[config.mk]
export PLATFORM = sky130hd
export DESIGN_NAME = williams2_dn_loader
export DESIGN_NICKNAME = d
export VERILOG_FILES = /design/src/rtl/williams2_dn_loader.sv
export SDC_FILE = /design/constraint.sdc
export NUM_CORES = 1
export LEC_CHECK = 0
export ABC_CLOCK_PERIOD_IN_PS = 3000
export CORE_ASPECT_RATIO = 2
export CORE_MARGIN = 2
export CORE_UTILIZATION = 35
export DETAILED_ROUTE_END_ITERATION = 7
export PLACE_DENSITY = 0.61
export SYNTH_ARGS = -nofsm -noshare
export SYNTH_HDL_FRONTEND = slang
export SYNTH_SLANG_ARGS = --single-unit
[constraint.sdc]
create_clock -name clock_12 -period 3 [get_ports clock_12]
set_input_delay 0.6 -clock clock_12 [delete_from_list [all_inputs] [get_ports clock_12]]
set_output_delay 0.6 -clock clock_12 [all_outputs]
set_load 0.1 [all_outputs]
[src/rtl/williams2_dn_loader.sv]
// ROM download sequencer: captures the HPS ioctl byte stream into a small FIFO,
// replays it to the williams2 core download port at a bounded rate, and gates core reset.
module williams2_dn_loader #(
  parameter logic [17:0] ROM_SIZE    = 18'd147456,
  parameter logic [15:0] INDEX       = 16'd0,
  parameter int          WR_GAP      = 2,
  parameter int          HOLD_CYCLES = 256,
  parameter int          FIFO_DEPTH  = 4
) (
  input  logic        clock_12,
  input  logic        reset,
  input  logic        ioctl_download,
  input  logic        ioctl_wr,
  input  logic [24:0] ioctl_addr,
  input  logic [7:0]  ioctl_dout,
  input  logic [15:0] ioctl_index,
  output logic        ioctl_wait,
  output logic [17:0] dn_addr,
  output logic [7:0]  dn_data,
  output logic        dn_wr,
  output logic        core_reset,
  output logic        load_done,
  output logic        load_error,
  output logic [15:0] checksum
);

  localparam int AW = (FIFO_DEPTH > 1) ? $clog2(FIFO_DEPTH) : 1;
  localparam int OW = AW + 1;
  localparam int GW = $clog2(WR_GAP) + 1;
  localparam int HW = $clog2(HOLD_CYCLES) + 1;
  localparam logic [OW-1:0] OCC_FULL   = OW'(FIFO_DEPTH);
  localparam logic [OW-1:0] OCC_WAIT   = OW'(FIFO_DEPTH - 1);
  localparam logic [GW-1:0] GAP_RELOAD = GW'(WR_GAP - 1);
  localparam logic [HW-1:0] HOLD_LAST  = HW'(HOLD_CYCLES - 1);

  typedef enum logic [2:0] {
    S_IDLE  = 3'd0,
    S_LOAD  = 3'd1,
    S_DRAIN = 3'd2,
    S_HOLD  = 3'd3,
    S_DONE  = 3'd4
  } state_t;

  state_t          r_state;
  state_t          w_state_nxt;
  logic            r_dl_prev;
  logic [25:0]     r_mem [FIFO_DEPTH];
  logic [AW-1:0]   r_wptr;
  logic [AW-1:0]   r_rptr;
  logic [OW-1:0]   r_occ;
  logic [GW-1:0]   r_gap;
  logic [HW-1:0]   r_hold;
  logic [17:0]     r_count;
  logic [15:0]     r_csum;
  logic            r_err;
  logic            r_done;
  logic            r_crst;
  logic            r_wait;
  logic [17:0]     r_dn_addr;
  logic [7:0]      r_dn_data;
  logic            r_dn_wr;

  logic            w_idx_ok;
  logic            w_rise;
  logic            w_fall;
  logic            w_go;
  logic            w_replay;
  logic            w_gap_zero;
  logic            w_empty;
  logic            w_full;
  logic            w_acc;
  logic            w_in_range;
  logic            w_push;
  logic            w_drop;
  logic            w_pop;
  logic            w_bypass;
  logic            w_fifo_wr;
  logic            w_issue;
  logic            w_start;
  logic            w_hold_entry;
  logic            w_stay_done;
  logic [OW-1:0]   w_occ_nxt;
  logic [25:0]     w_head;

  assign w_idx_ok   = (ioctl_index == INDEX);
  assign w_rise     = ioctl_download & ~r_dl_prev;
  assign w_fall     = ~ioctl_download & r_dl_prev;
  assign w_go       = w_rise & w_idx_ok;
  assign w_replay   = (r_state == S_LOAD) | (r_state == S_DRAIN);
  assign w_gap_zero = (r_gap == '0);
  assign w_empty    = (r_occ == '0);
  assign w_full     = (r_occ == OCC_FULL);
  assign w_acc      = (r_state == S_LOAD) & ioctl_wr & ioctl_download & w_idx_ok;
  assign w_in_range = (ioctl_addr < {7'd0, ROM_SIZE});
  assign w_push     = w_acc & w_in_range & ~w_full;
  assign w_drop     = w_acc & ~(w_in_range & ~w_full);
  assign w_pop      = w_replay & ~w_empty & w_gap_zero;
  // An idle replay path forwards the byte straight to the core for single-cycle latency.
  assign w_bypass   = w_push & w_replay & w_empty & w_gap_zero;
  assign w_fifo_wr  = w_push & ~w_bypass;
  assign w_issue    = w_pop | w_bypass;
  assign w_occ_nxt  = r_occ + {{(OW-1){1'b0}}, w_fifo_wr} - {{(OW-1){1'b0}}, w_pop};
  assign w_head     = r_mem[r_rptr];
  assign w_stay_done = (r_state == S_DONE) & (w_state_nxt == S_DONE);

  always_comb begin
    w_state_nxt  = r_state;
    w_start      = 1'b0;
    w_hold_entry = 1'b0;
    case (r_state)
      S_IDLE, S_DONE: begin
        if (w_go) begin
          w_state_nxt = S_LOAD;
          w_start     = 1'b1;
        end else begin
          w_state_nxt = r_state;
        end
      end
      S_LOAD: begin
        if (w_fall) w_state_nxt = S_DRAIN;
        else        w_state_nxt = S_LOAD;
      end
      S_DRAIN: begin
        if (w_empty & w_gap_zero) begin
          w_state_nxt  = S_HOLD;
          w_hold_entry = 1'b1;
        end else begin
          w_state_nxt = S_DRAIN;
        end
      end
      S_HOLD: begin
        if (r_hold == HOLD_LAST) begin
          if (w_go) begin
            w_state_nxt = S_LOAD;
            w_start     = 1'b1;
          end else begin
            w_state_nxt = S_DONE;
          end
        end else begin
          w_state_nxt = S_HOLD;
        end
      end
      default: w_state_nxt = S_IDLE;
    endcase
  end

  // Reset value of 1 on the edge detector ignores a download already running at reset release.
  always_ff @(posedge clock_12 or posedge reset) begin
    if (reset) begin
      r_state   <= S_IDLE;
      r_dl_prev <= 1'b1;
      r_hold    <= '0;
    end else begin
      r_state   <= w_state_nxt;
      r_dl_prev <= ioctl_download;
      if (w_start | w_hold_entry)
        r_hold <= '0;
      else if ((r_state == S_HOLD) && (r_hold != HOLD_LAST))
        r_hold <= r_hold + 1'b1;
    end
  end

  always_ff @(posedge clock_12) begin
    if (w_fifo_wr) r_mem[r_wptr] <= {ioctl_addr[17:0], ioctl_dout};
  end

  always_ff @(posedge clock_12 or posedge reset) begin
    if (reset) begin
      r_wptr <= '0;
      r_rptr <= '0;
      r_occ  <= '0;
      r_wait <= 1'b0;
      r_gap  <= '0;
    end else begin
      if (w_fifo_wr) r_wptr <= r_wptr + 1'b1;
      if (w_pop)     r_rptr <= r_rptr + 1'b1;
      r_occ  <= w_occ_nxt;
      r_wait <= (w_occ_nxt >= OCC_WAIT);
      if (w_issue)          r_gap <= GAP_RELOAD;
      else if (!w_gap_zero) r_gap <= r_gap - 1'b1;
    end
  end

  always_ff @(posedge clock_12 or posedge reset) begin
    if (reset) begin
      r_dn_addr <= 18'd0;
      r_dn_data <= 8'd0;
      r_dn_wr   <= 1'b0;
    end else begin
      r_dn_wr <= w_issue;
      if (w_issue) begin
        r_dn_addr <= w_bypass ? ioctl_addr[17:0] : w_head[25:8];
        r_dn_data <= w_bypass ? ioctl_dout       : w_head[7:0];
      end
    end
  end

  // A short image is flagged when the drain completes, so a bad load keeps the core held.
  always_ff @(posedge clock_12 or posedge reset) begin
    if (reset) begin
      r_count <= 18'd0;
      r_csum  <= 16'd0;
      r_err   <= 1'b0;
      r_done  <= 1'b0;
      r_crst  <= 1'b1;
    end else begin
      if (w_start) begin
        r_count <= 18'd0;
        r_csum  <= 16'd0;
      end else if (w_push) begin
        r_count <= r_count + 18'd1;
        r_csum  <= r_csum + {8'd0, ioctl_dout};
      end
      if (w_start)
        r_err <= 1'b0;
      else if (w_drop | (w_hold_entry & (r_count != ROM_SIZE)))
        r_err <= 1'b1;
      r_done <= w_stay_done;
      r_crst <= ~(w_stay_done & ~r_err);
    end
  end

  assign ioctl_wait = r_wait;
  assign dn_addr    = r_dn_addr;
  assign dn_data    = r_dn_data;
  assign dn_wr      = r_dn_wr;
  assign core_reset = r_crst;
  assign load_done  = r_done;
  assign load_error = r_err;
  assign checksum   = r_csum;

endmodule

=== After elaboration in Yosys (flattened, before gate mapping) ===
Memory sizes are Yosys's and may differ from the RTL's.
Cells that the tools add are included.

* Register bits: 87
* Bits in writable memories: 104
* Bits of input ports: 53
* Output and inout port bits: 47
* Logic and storage cells: 103
* Memories kept: 1

{| class="wikitable"
|+ Memories
! memory !! depth !! width !! read ports !! clocked after Yosys merged registers in !! wr ports !! line !! RTL
|-
| r_mem || 4 || 26 || 1 || 0 || 1 || 47 || <nowiki>logic [25:0] r_mem [FIFO_DEPTH];</nowiki>
|}

* $add $sub $neg: 8
* Order comparisons: 2
* Equal/unequal tests: 10
* Mux-type cells: 25
* Bitwise logic cells: 32
* Reductions and logical operators: 9

{| class="wikitable"
|+ Operators with widths
! operator !! number
|-
| $mux W18 || 3
|-
| $mux W16 || 2
|-
| $lt A25 B18 Y1 const B || 1
|-
| $and A1 B1 Y1 || 20
|-
| $add A18 B1 Y18 const B || 1
|-
| $mux W9 || 2
|-
| $ne A18 B18 Y1 const B || 1
|-
| $add A16 B8 Y16 || 1
|-
| $logic_not A16 Y1 || 1
|-
| $pmux W3 S4 || 1
|-
| $add A9 B1 Y9 const B || 1
|-
| $eq A3 B3 Y1 const B || 3
|-
| $eq A9 B8 Y1 const B || 1
|-
| $mux W1 || 9
|-
| $mux W3 || 3
|-
| $ne A9 B8 Y1 const B || 1
|-
| $mux W8 || 1
|-
| $not A1 Y1 || 8
|-
| $eq A3 B2 Y1 const B || 2
|-
| $logic_not A3 Y1 || 2
|-
| $mux W2 || 3
|-
| $reduce_bool A2 Y1 || 3
|-
| $add A2 B1 Y2 const B || 2
|-
| $or A1 B1 Y1 || 4
|-
| other kinds (10) || 10
|}

=== Logic depth before layout (Yosys ltp) ===
Gate-level depths: netlist of the first run.

* Word-level depth: 14
* Depth in mapped cells: 15
* Depth with buffers taken out: 14

=== Least setup slack after synthesis of the first run ===
Ideal clock, no wire load.

* Kind: input -> register
* Start point: input port ioctl_index[1]
* End point: register r_wait (netlist: ioctl_wait)
* Setup time: 0.118 ns
* Arrival: 3.642 ns
* Required time: 2.882 ns
* Slack: -0.760 ns
* Cell stages on the path: 14
* Buffers on the path: 1
* Path through: or4b_4 -> or4_4 -> or3_1 -> buf_2 -> nor2_2 -> inv_1 -> ha_1 -> inv_1 -> ha_1 -> inv_1 -> fa_1 -> xnor2_1 -> xnor2_1 -> a21o_1

* Cells in the longest elaborated chain, start to end: 12

{| class="wikitable"
|+ Ends and longest elaborated chain
! what !! line !! RTL
|-
| start: declaration || 16 || <nowiki>input logic [15:0] ioctl_index,</nowiki>
|-
| $logic_not A16 Y1 (*) || 85 || <nowiki>assign w_idx_ok = (ioctl_index == INDEX);</nowiki>
|-
| $and A1 B1 Y1 (*) || 93 || <nowiki>assign w_acc = (r_state == S_LOAD) & ioctl_wr & ioctl_download & w_idx_ok;</nowiki>
|-
| $and A1 B1 Y1 (*) (2 in series) || 95 || <nowiki>assign w_push = w_acc & w_in_range & ~w_full;</nowiki>
|-
| $and A1 B1 Y1 (3 in series) || 99 || <nowiki>assign w_bypass = w_push & w_replay & w_empty & w_gap_zero;</nowiki>
|-
| $not A1 Y1 || 100 || <nowiki>assign w_fifo_wr = w_push & ~w_bypass;</nowiki>
|-
| $and A1 B1 Y1 (*) || 100 ||
|-
| $add A3 B1 Y3 (*) || 102 || <nowiki>assign w_occ_nxt = r_occ + {{(OW-1){1'b0}}, w_fifo_wr} - {{(OW-1){1'b0}}, w_pop};</nowiki>
|-
| $sub A3 B1 Y3 (*) || 102 ||
|-
| named net w_occ_nxt[2] || 82 || <nowiki>logic [OW-1:0] w_occ_nxt;</nowiki>
|-
| $ge A3 B2 Y1 (*) || 178 || <nowiki>r_wait <= (w_occ_nxt >= OCC_WAIT);</nowiki>
|-
| end signal: assignment || 178 ||
|-
| end: declaration || 58 || <nowiki>logic r_wait;</nowiki>
|}

The timed path passes the listed nets; every way through them passes the cells marked *.
A chain may end at the register's enable or synchronous reset.

=== Final worst setup path of the first run ===
Ends and elaborated chain as after synthesis.

==> metrics.csv, run 1 <==
stage,metric,value,unit
yosys,ys async rst share,45.5,%
critical_path,Critical Path AT,3500,ps
routing,wire per inst,18.4,um
clock_tree,cts hold-fix bufs,0,
die,initial core utilization,35.6,%
run,maxcap violations,0,
pwr,sw frac,34.8,%
die,Core Rows,79,
routing,"antenna viol nets, final",0,
min_path,Cells on Worst Hold Path,2,
clock_tree,H-tree Lvls,4,
yosys,multiplexer share of the synthesized area,8.31,%
yosys,Synth Area per Inst,13.8,um2
yosys,Syn. warnings,0,
clock_tree,CTS max path bufs,2,
yosys,compound-cell area share of the yosys netlist,7.92,%
sta,post-route setup TNS,-309,ps
die,die area,24900,um2
pwr,P_int,4510,uW
sta,final hold vios,0,
layout,cell area after layout,10600,um2
clock_tree,cts bufs inserted,17,
pwr,combinational fraction of design power,25.3,%
pwr,Leak,0.00415,uW
critical_path,Setup CP Type,in2reg,
outcome,failing checks,setup timing,
clock_tree,CTS tree,done,
yosys,Post-synth top flop,edfxtp_1,
layout,Inserted Diodes,0,
clock_tree,clock slew at reported path FFs,70,ps
routing,vias after detailed routing,5538,
critical_path,crit path max fanout,2,
grt,total congestion overflow,0,
layout,final core utilization,45.5,%
min_path,min-delay worst type,in2reg,
die,die height,221,um
grt,total track usage,16.1,%
critical_path,CP required,3340,ps
critical_path,CP endpoint kind,flip-flop,
yosys,Synth Area in Adders,3.36,%
yosys,Yosys cell types,53,
sta,final worst-path setup slack,-169,ps
die,I/O pin count,100,
yosys,post-synthesis simple-gate area fraction,11.5,%
sta,Tightest Pin Transition,648,ps
placed_design,Post-DP HPWL,13.6,mm
critical_path,Critical Path Max Stage Delay,520,ps
yosys,area fraction of the dominant cell type after synthesis,37.8,%
sta,RSZ-0062 raised after global routing,yes,
placed_design,setup slack at placement,-1080,ps
yosys,synthesized instance count,600,
grt,first-pass GRT wire length,30.8,mm
sta,Final setup violation count,2,
pwr,clock power share,30.8,%
sta,Max Slew Vio Count,0,
yosys,post-synthesis net count,674,
yosys,Post-synth EDFFs,104,
grt,vias in the first global route,5879,
sta,Clock Skews,11.3,ps
die,Die W,113,um
yosys,Post-Synth XOR/XNOR Area,2.54,%
yosys,top post-synthesis cells by area,"edfxtp_1, dfrtp_1, mux4_2, nand2_1, ha_1",
pwr,power per cell area,656,nW/um2
critical_path,Reg2Reg Depth,13,
pwr,total chip power,6930,uW
yosys,most frequent cell after synthesis,edfxtp_1,
pwr,sequential power share,44.0,%
layout,layout cells sized above 1,25.5,%
pwr,Switching Power,2410,uW
routing,initial drt markers,254,
routing,DRC errors left,0,
layout,P&R area growth vs syn,27.8,%
routing,Pre-Repair DR Iteration Count,4,
routing,drt total wl,19.3,mm
pwr,Worst VDD drop,0.000696,V
layout,Layout Nets,826,
critical_path,CP cell instances,buf_6 > or4b_4 > or4_4 > or3_4 > nor2_4 > inv_2 > ha_4 > inv_4 > ha_4 > inv_2 > fa_2 > xnor2_2 > xnor2_2 > a21o_1,
sta,f_max,316,MHz
yosys,"Seq/Total Area, Yosys",64.2,%
sta,Max-slew headroom,56.7,%
clock_tree,CTS root buf,clkbuf_16,
grt,largest net degree at the start of global routing,63,
yosys,Synth top cells by count,"edfxtp_1, dfrtp_1, nand2_1",
clock_tree,TritonCTS Sinks,191,
yosys,"Cell Area, Synth",8260,um2
placed_design,gpl congestion,0.800,
placed_design,Buffers on Ports,99,
sta,period utilisation layout,106,%
critical_path,Critical Path Start Type,input port,
die,core area,23200,um2
yosys,largest family of logic cells by synthesized area,simple AND/OR/NAND/NOR gates,
placed_design,Placed Instance Area,9930,um2
grt,initial antenna violation count,0,
clock_tree,Clock Latency Late Sink,440,ps
routing,post-DR vias/cell,5.28,
critical_path,Critical-path top delay cell,or4b_4,
sta,Final min period,3170,ps
outcome,run status,"finished, violations left",
yosys,register bit total from synthesis,191,
yosys,post-synth top area cell,edfxtp_1,
[through the flow]
stage                     hold slack, ps  cells
after global routing                 376   1048
final                                379   1048
after global placement               453   1013
after floorplan                      469    600
after detailed placement             458   1013
after CTS                            356   1046
[final timing paths]
| check | to | slack [ps] | from |
|---|---|---|---|
| setup / recovery | ioctl_wait | -170 | ioctl_index[1] |
| hold / removal | r_dl_prev | 380 | ioctl_download |
| setup reg to reg | ioctl_wait | 60 | r_state[2] |
| hold reg to reg | dn_data[5] | 470 | dn_data[5] |
| max in group asynchronous | core_reset | 1770 | reset |
| min in group asynchronous | dn_addr[11] | 500 | reset |
[power groups by stage]
| stage | Combinational (uW) | Sequential (uW) | Clock [uW] |
|---|---|---|---|
| 6_report | 1750 | 3050 | 2130 |
| 5_1_grt | 1840 | 3070 | 2290 |
| 4_1_cts | 1760 | 3050 | 2190 |
| 3_5_place_dp | 1760 | 3100 | 0 |
| 3_3_place_gp | 1740 | 3090 | 0 |
| 2_1_floorplan | 361 | 4000 | 0 |
[cells by family after synthesis]
logic type	after synthesis
flops	191
compound gates	103
simple gates	177
buf+inv	48
mux	36
xor+xnor	24
fa+ha+maj	21
[metal layers]
layer  global-route usage, %  up-vias  wire (um)
met5                       0        -          0
met4                    5.70        0        400
li1                        -     2580          -
met3                    3.62       30        694
met1                    17.0     2790       7120
met2                    30.5      138      11100
[layout by cell type (no fill, tap or decap), types with 7 or more instances in the layout]
cell,n
edfxtp_1,104
buf_4,100
dfrtp_1,84
nand2_1,64
clkdlybuf4s50_1,48
mux4_2,26
o21ai_0,26
a21oi_1,26
nor2_1,20
a22oi_1,19
inv_1,17
ha_1,17
clkbuf_16,17
or3_1,15
nand3_1,13
xnor2_1,11
xor2_1,11
mux2i_1,9
nand4_1,9
a22o_1,9
nor4_1,8
or4_1,7
buf_12,7
[flip-flops by register name, indices dropped and copies added, names as in the netlist, 2 cells and up]
signal	cells
r_rptr	2
checksum	16
r_occ	3
r_wptr	2
dn_addr	18
dn_data	8
r_hold	9
r_count	18
r_state	3
r_gap	2
r_mem	104
[critical path, delay by kind of cell]
kind	cells	cell delay, ps
adders and majority gates	3	690
xor gates and xnor gates	2	300
AOI/OAI and AO/OA	1	170
and+or+nand+nor	4	1510
buffers and inverters	4	230
[timing repair]
item | 4_1_cts | 5_1_grt
pin swaps | 8 | 8
setup buffers | 1 | 2
gates resized for setup | 24 | 4
setup endpoints to repair | 3 | 3
[final cells by class]
class                           instances  area [um2]
Timing Repair Buffer                  159        1400
Fill cell                            2038       12700
Multi-Input combinational cell        361        2860
Sequential cell                       191        5300
Inverter                               22        86.3
Clock buffer                           19         433
Clock inverter                         13         119
Tap cell                              283         354
Power figures use the tool's default switching activity.
==> run 2, diff against run 1 <==
--- a/config.mk
+++ b/config.mk
@@ -6,7 +6,7 @@
 export NUM_CORES = 1
 export LEC_CHECK = 0
 export ABC_CLOCK_PERIOD_IN_PS = 3000
-export CORE_ASPECT_RATIO = 2
+export CORE_ASPECT_RATIO = 0.6
 export CORE_MARGIN = 2
 export CORE_UTILIZATION = 35
 export DETAILED_ROUTE_END_ITERATION = 7
==> run 2 against run 1 <==
  * Via count increased by 1.1%
  * Non-clock buffer count unchanged
  * The flow still finishes with violations (setup timing)
  * Sequential power barely moved
  * Final cell count rose by 3.1%
  * Combinational power about the same
  * Global-route usage increased by 0.39 points
  * Sequential share of layout area shrank 0.33 points
  * Largest cell class unchanged
  * Register-to-register slack got worse by 40 ps
  * Clock skew decreased by 2.7 ps
  * Critical endpoint unchanged
==> metrics.csv, run 2 (synthesis results as in run 1) <==
stage,metric,value,unit,change
outcome,run status,"finished, violations left",,unchanged
outcome,failing checks,setup timing,,unchanged
clock_tree,H-tree Lvls,4,,unchanged
clock_tree,clock slew at reported path FFs,70,ps,about the same
critical_path,Critical-path top delay cell,or4b_4,,unchanged
min_path,Cells on Worst Hold Path,2,,unchanged
grt,vias in the first global route,5609,,"was 5,879"
sta,Max-slew headroom,53.0,%,was 56.7%
critical_path,CP endpoint kind,flip-flop,,unchanged
clock_tree,Clock Latency Late Sink,430,ps,was 440 ps
sta,final hold vios,0,,unchanged
pwr,power per cell area,656,nW/um2,about the same
layout,Fillers,2084,,"was 2,038"
sta,final worst-path setup slack,-156,ps,was -169 ps
routing,DRC errors left,0,,unchanged
layout,Post-Layout Cell Count,1080,,"was 1,048"
routing,Pre-Repair DR Iteration Count,5,,was 4
layout,Layout Nets,826,,unchanged
die,initial core utilization,35.7,%,was 35.6%
layout,"commonest cells after routing, fill and taps aside","edfxtp_1, buf_4, dfrtp_1, nand2_1, clkdlybuf4s50_1",,unchanged
die,Core Rows,43,,was 79
die,Die W,202,um,was 113 um
layout,P&R area growth vs syn,28.7,%,was 27.8%
pwr,Leak,0.00416,uW,was 0.00415 uW
placed_design,setup slack at placement,-1030,ps,was -1080 ps
min_path,Hold Path Origin,ioctl_download,,unchanged
placed_design,Placed Cells,1047,,"was 1,013"
layout,layout cells sized above 1,25.4,%,was 25.5%
clock_tree,CTS max path bufs,2,,unchanged
critical_path,Setup CP Type,in2reg,,unchanged
die,core area,23100,um2,"was 23,200 um2"
layout,cell area after layout,10600,um2,about the same
critical_path,RR Endpoint,ioctl_wait,,unchanged
clock_tree,TritonCTS Sinks,191,,unchanged
critical_path,Critical Path Max Stage Delay,530,ps,was 520 ps
grt,largest net degree at the start of global routing,34,,was 63
routing,post-DR vias/cell,5.18,,was 5.28
sta,Tightest Pin Transition,702,ps,was 648 ps
layout,Inserted Diodes,0,,unchanged
critical_path,CP required,3330,ps,was 3340 ps
critical_path,Reg2Reg Depth,13,,unchanged
sta,Max Slew Vio Count,0,,unchanged
clock_tree,cts hold-fix bufs,0,,unchanged
routing,met2 wire length,9.03,mm,was 11.1 mm
routing,drt total wl,19.5,mm,was 19.3 mm
grt,first-pass GRT wire length,30.9,mm,was 30.8 mm
clock_tree,CTS root buf,clkbuf_16,,unchanged
critical_path,CP cell instances,buf_6 > or4b_4 > or4_4 > or3_4 > nor2_4 > inv_2 > ha_4 > inv_4 > ha_4 > inv_2 > fa_2 > xnor2_2 > xnor2_1 > a21o_1,,was buf_6 > or4b_4 > or4_4 > or3_4 > nor2_4 > inv_2 > ha_4 > inv_4 > ha_4 > inv_2 > fa_2 > xnor2_2 > xnor2_2 > a21o_1
run,maxcap violations,0,,unchanged
sta,f_max,317,MHz,was 316 MHz
die,I/O pin count,100,,unchanged
clock_tree,cts bufs inserted,17,,unchanged
sta,Final setup violation count,2,,unchanged
routing,top layer in use,met4,,unchanged
routing,vias after detailed routing,5599,,"was 5,538"
placed_design,Buffers on Ports,99,,unchanged
critical_path,crit path max fanout,2,,unchanged
routing,wire per inst,18.1,um,was 18.4 um
min_path,min-delay worst type,in2reg,,unchanged
placed_design,Post-DP HPWL,13.5,mm,was 13.6 mm
grt,initial antenna violation count,0,,unchanged
sta,WHS,388,ps,was 379 ps
pwr,total chip power,6970,uW,was 6930 uW
routing,routed length on met3,1.03,mm,was 694 um
clock_tree,CTS tree,done,,unchanged
sta,Final min period,3160,ps,was 3170 ps
placed_design,gpl congestion,0.861,,was 0.800
critical_path,Critical Path Start Type,input port,,unchanged
routing,met1 wire length,9.28,mm,was 7.12 mm
routing,initial drt markers,352,,was 254
sta,Clock Skews,8.60,ps,was 11.3 ps
sta,period utilisation layout,105,%,was 106%
layout,"commonest non-fill, non-tap cell in the layout",edfxtp_1,,unchanged
grt,total congestion overflow,0,,unchanged
critical_path,worst reg-to-reg setup slack,20,ps,was 60 ps
critical_path,Critical Path AT,3480,ps,was 3500 ps
placed_design,Placed Instance Area,10000,um2,was 9930 um2
layout,Top reg by flops,r_mem,,unchanged
sta,RSZ-0062 raised after global routing,yes,,unchanged
layout,max FFs per register,104,,unchanged
die,die height,123,um,was 221 um
min_path,hold path endpoint,r_dl_prev,,unchanged
routing,"antenna viol nets, final",0,,unchanged
pwr,Worst VDD drop,0.000480,V,was 0.000696 V
grt,total track usage,16.5,%,was 16.1%
critical_path,FF-to-FF Start,r_state[2],,unchanged
die,die area,24900,um2,about the same
==> run 2: cell count changes in the layout (fill, tap and decap cells not counted), sizes merged <==
cell / change
clkdlybuf4s50: -2
clkinv: -5
clkinvlp: +2
dlymetal6s2s: +2
inv: +3
==> run 2: final cells by class <==
cell class	instances	area (um2)	area share (%)
clock buffer	19	443	4.17
clock inverter	13	115	1.08
inverter	22	87.6	0.824
multi-input combinational	361	2850	26.8
sequential	191	5300	49.9
tap	315	394	3.71
timing repair buffer	159	1430	13.5
==> run 2: per-layer routing <==
layer	vias to the layer above	track usage (%)
met1	2890	23.6
li1	2576	-
met2	121	25.0
met4	0	4.79
met5	-	0
met3	12	3.98
==> run 2: report_power, final <==
part / total (uW) / switching (uW) / internal (uW)
logic: 1760 / 1330 / 433
registers: 3050 / 110 / 2940
clock network: 2170 / 1000 / 1170
total: 6970 / 2430 / 4540
==> run 2: worst max path at each step <==
stage	end	from	depth (start not counted)
2_1_floorplan	ioctl_wait	ioctl_index[1]	14
3_3_place_gp	ioctl_wait	ioctl_index[1]	14
3_5_place_dp	ioctl_wait	ioctl_download	14
4_1_cts	ioctl_wait	ioctl_index[3]	14
5_1_grt	ioctl_wait	ioctl_index[1]	14
6_report	ioctl_wait	ioctl_index[1]	14
==> run 2: repair_timing <==
item,in CTS,in global routing
pin swaps,8,9
hold endpoints to repair,0,0
setup endpoints to repair,3,3
buffers inserted,1,0
gates resized for setup,24,5
==> run 2: critical path: cells and delay by family <==
family	cells	cell delay (ps)
buffers and inverters	4	220
adder cells (fa/ha/maj)	3	670
AO/OA/AOI/OAI	1	160
AND/OR/NAND/NOR	4	1540
XOR/XNOR	2	280
==> run 2: stage by stage <==
step / utilization, % / setup TNS, ps
after floorplan: - / -11130
after global placement: 43.3 / -44580
after detailed placement: 43.3 / -50940
after CTS: 45.9 / -474
after global routing: 46.0 / -288
final: 46.0 / -188
==> run 3, diff against run 2 <==
--- a/config.mk
+++ b/config.mk
@@ -9,6 +9,7 @@
 export CORE_ASPECT_RATIO = 0.6
 export CORE_MARGIN = 2
 export CORE_UTILIZATION = 35
+export CTS_CLUSTER_DIAMETER = 200
 export DETAILED_ROUTE_END_ITERATION = 7
 export PLACE_DENSITY = 0.61
 export SYNTH_ARGS = -nofsm -noshare
==> constraint.sdc (replaced) <==
create_clock -name clock_12 -period 3 [get_ports clock_12]
set_input_delay 0.3 -clock clock_12 [delete_from_list [all_inputs] [get_ports clock_12]]
set_output_delay 0.3 -clock clock_12 [all_outputs]
set_load 0.1 [all_outputs]
==> run 3 against run 2 <==
  * The flow still finishes with violations (setup timing)
  * Clock-buffer cell count is 2 higher
  * Total power up 2.9%
  * Fmax up 2.0%
  * Combinational power about the same
  * Routed wire length about the same
  * Global-route usage is 0.17 points lower
  * Flip-flop and latch count unchanged
  * Sequential share of layout area grew 0.21 points
  * Critical path depth unchanged
  * Design area fell by 0.42%
  * Critical path type unchanged
  * Critical endpoint unchanged
==> metrics.csv, run 3 (synthesis results as in run 1) <==
stage,metric,value,unit,change
clock_tree,TritonCTS Sinks,191,,unchanged
grt,initial antenna violation count,0,,unchanged
clock_tree,CTS tree,done,,unchanged
grt,vias in the first global route,5610,,"was 5,609"
clock_tree,CTS root buf,clkbuf_16,,unchanged
sta,final worst-path setup slack,-94.3,ps,was -156 ps
placed_design,Post-DP HPWL,13.6,mm,was 13.5 mm
grt,first-pass GRT wire length,30.8,mm,was 30.9 mm
layout,P&R area growth vs syn,28.1,%,was 28.7%
critical_path,CP required,3320,ps,was 3330 ps
grt,largest net degree at the start of global routing,54,,was 34
placed_design,Buffers on Ports,99,,unchanged
pwr,Leak,0.00415,uW,was 0.00416 uW
critical_path,crit path max fanout,2,,unchanged
run,maxcap violations,0,,unchanged
die,Core Rows,43,,unchanged
critical_path,Critical Path Start Type,input port,,unchanged
grt,total congestion overflow,0,,unchanged
clock_tree,cts bufs inserted,17,,unchanged
sta,Clock Skews,7.29,ps,was 8.60 ps
critical_path,Critical Path AT,3410,ps,was 3480 ps
sta,final hold vios,0,,unchanged
routing,Pre-Repair DR Iteration Count,6,,was 5
routing,post-DR vias/cell,5.17,,was 5.18
critical_path,CP endpoint kind,flip-flop,,unchanged
sta,Tightest Pin Transition,976,ps,was 702 ps
sta,period utilisation layout,103,%,was 105%
sta,WHS,189,ps,was 388 ps
routing,"antenna viol nets, final",0,,unchanged
sta,Final setup violation count,1,,was 2
sta,Max-slew headroom,34.7,%,was 53.0%
die,core area,23100,um2,unchanged
sta,post-route setup TNS,-94.3,ps,was -188 ps
routing,initial drt markers,443,,was 352
layout,max FFs per register,104,,unchanged
routing,wire per inst,18.2,um,was 18.1 um
layout,Fillers,2070,,"was 2,084"
sta,RSZ-0062 raised after global routing,yes,,unchanged
die,I/O pin count,100,,unchanged
die,initial core utilization,35.7,%,unchanged
routing,vias after detailed routing,5545,,"was 5,599"
critical_path,Setup CP Type,in2reg,,unchanged
layout,Top reg by flops,r_mem,,unchanged
layout,"commonest non-fill, non-tap cell in the layout",edfxtp_1,,unchanged
clock_tree,CTS max path bufs,2,,unchanged
outcome,run status,"finished, violations left",,unchanged
sta,f_max,323,MHz,was 317 MHz
die,die area,24900,um2,unchanged
layout,Layout Nets,818,,was 826
sta,Final min period,3090,ps,was 3160 ps
layout,"commonest cells after routing, fill and taps aside","edfxtp_1, buf_4, dfrtp_1, nand2_1, clkdlybuf4s50_1",,unchanged
min_path,min-delay worst type,in2reg,,unchanged
pwr,power per cell area,678,nW/um2,was 656 nW/um2
outcome,failing checks,setup timing,,unchanged
clock_tree,H-tree Lvls,4,,unchanged
routing,drt total wl,19.5,mm,about the same
clock_tree,Clock Latency Late Sink,420,ps,was 430 ps
sta,Max Slew Vio Count,0,,unchanged
layout,Inserted Diodes,0,,unchanged
pwr,Worst VDD drop,0.000640,V,was 0.000480 V
clock_tree,clock slew at reported path FFs,70,ps,about the same
die,die height,123,um,unchanged
die,Die W,202,um,unchanged
routing,DRC errors left,0,,unchanged
grt,total track usage,16.3,%,was 16.5%
layout,layout cells sized above 1,24.0,%,was 25.4%
placed_design,gpl congestion,0.814,,was 0.861
==> run 3: changes by cell type in the layout (fill, tap and decap cells not counted), sizes merged, moves of 2 or more <==
cell / before / now
clkbuf: 19 / 21
bufinv: 1 / 4
clkinvlp: 5 / 1
clkdlybuf4s50: 46 / 48
buf: 111 / 101
==> run 3: per-layer routing <==
| layer | vias up | track usage, % | part of all wire (%) |
|---|---|---|---|
| met3 | 15 | 4.72 | 6.1 |
| met5 | - | 0 | 0 |
| met4 | 0 | 4.84 | 1.1 |
| met1 | 2811 | 22.8 | 48 |
| met2 | 166 | 24.8 | 45 |
| li1 | 2553 | - | - |
==> run 3: repair_timing <==
action                     CTS  global route
setup buffers                2             1
gates resized for setup     18             3
setup endpoints to repair    3             2
hold buffers                 0             0
pin swaps                    8             4
==> run 3: layout make-up <==
type,count,area (um2),area share (%)
clock buffer,21,450,4.25
clock inverter,11,164,1.55
inverter,22,85.1,0.804
multi-input combinational,361,2850,26.9
sequential,191,5300,50.1
tap,315,394,3.72
timing repair buffer,151,1340,12.7
==> run 3: final timing paths <==
kind,from,endpoint,slack (ps),cells after the start
min,ioctl_download,r_dl_prev,190,2
min in group asynchronous,reset,r_hold[8],260,2
max reg2reg,r_state[2],ioctl_wait,-90,13
max in group asynchronous,reset,core_reset,2020,3
min reg2reg,dn_addr[1],dn_addr[1],470,2
max,ioctl_download,ioctl_wait,-90,14
==> run 3: where the power goes <==
part           leakage, uW  internal, uW  switching, uW
clock network     0.000299          1420            951
logic              0.00177           436           1330
registers          0.00208          2940            110
==> run 3: worst max-delay path, stage by stage <==
cell and delay [ps]:
clkdlybuf4s15_2 180, or4b_4 460, or4_4 540, or3_4 360
nor2_4 120, inv_1 50, ha_1 290, inv_1 70
ha_2 180, inv_2 40, fa_2 350, xnor2_2 160
xnor2_2 150, a21o_1 160
==> run 3: through the flow <==
stage / setup slack (ps) / cells / power, uW / utilization (%) / instance area [um2]
floorplan: -356 / 600 / 4360 / - / 8280
global placement: -651 / 1037 / 4820 / 42.9 / 9920
detailed placement: -842 / 1037 / 4860 / 42.9 / 9920
CTS: -169 / 1071 / 7250 / 45.7 / 10600
global route: -165 / 1072 / 7440 / 45.8 / 10600
finish: -94.3 / 1072 / 7180 / 45.8 / 10600
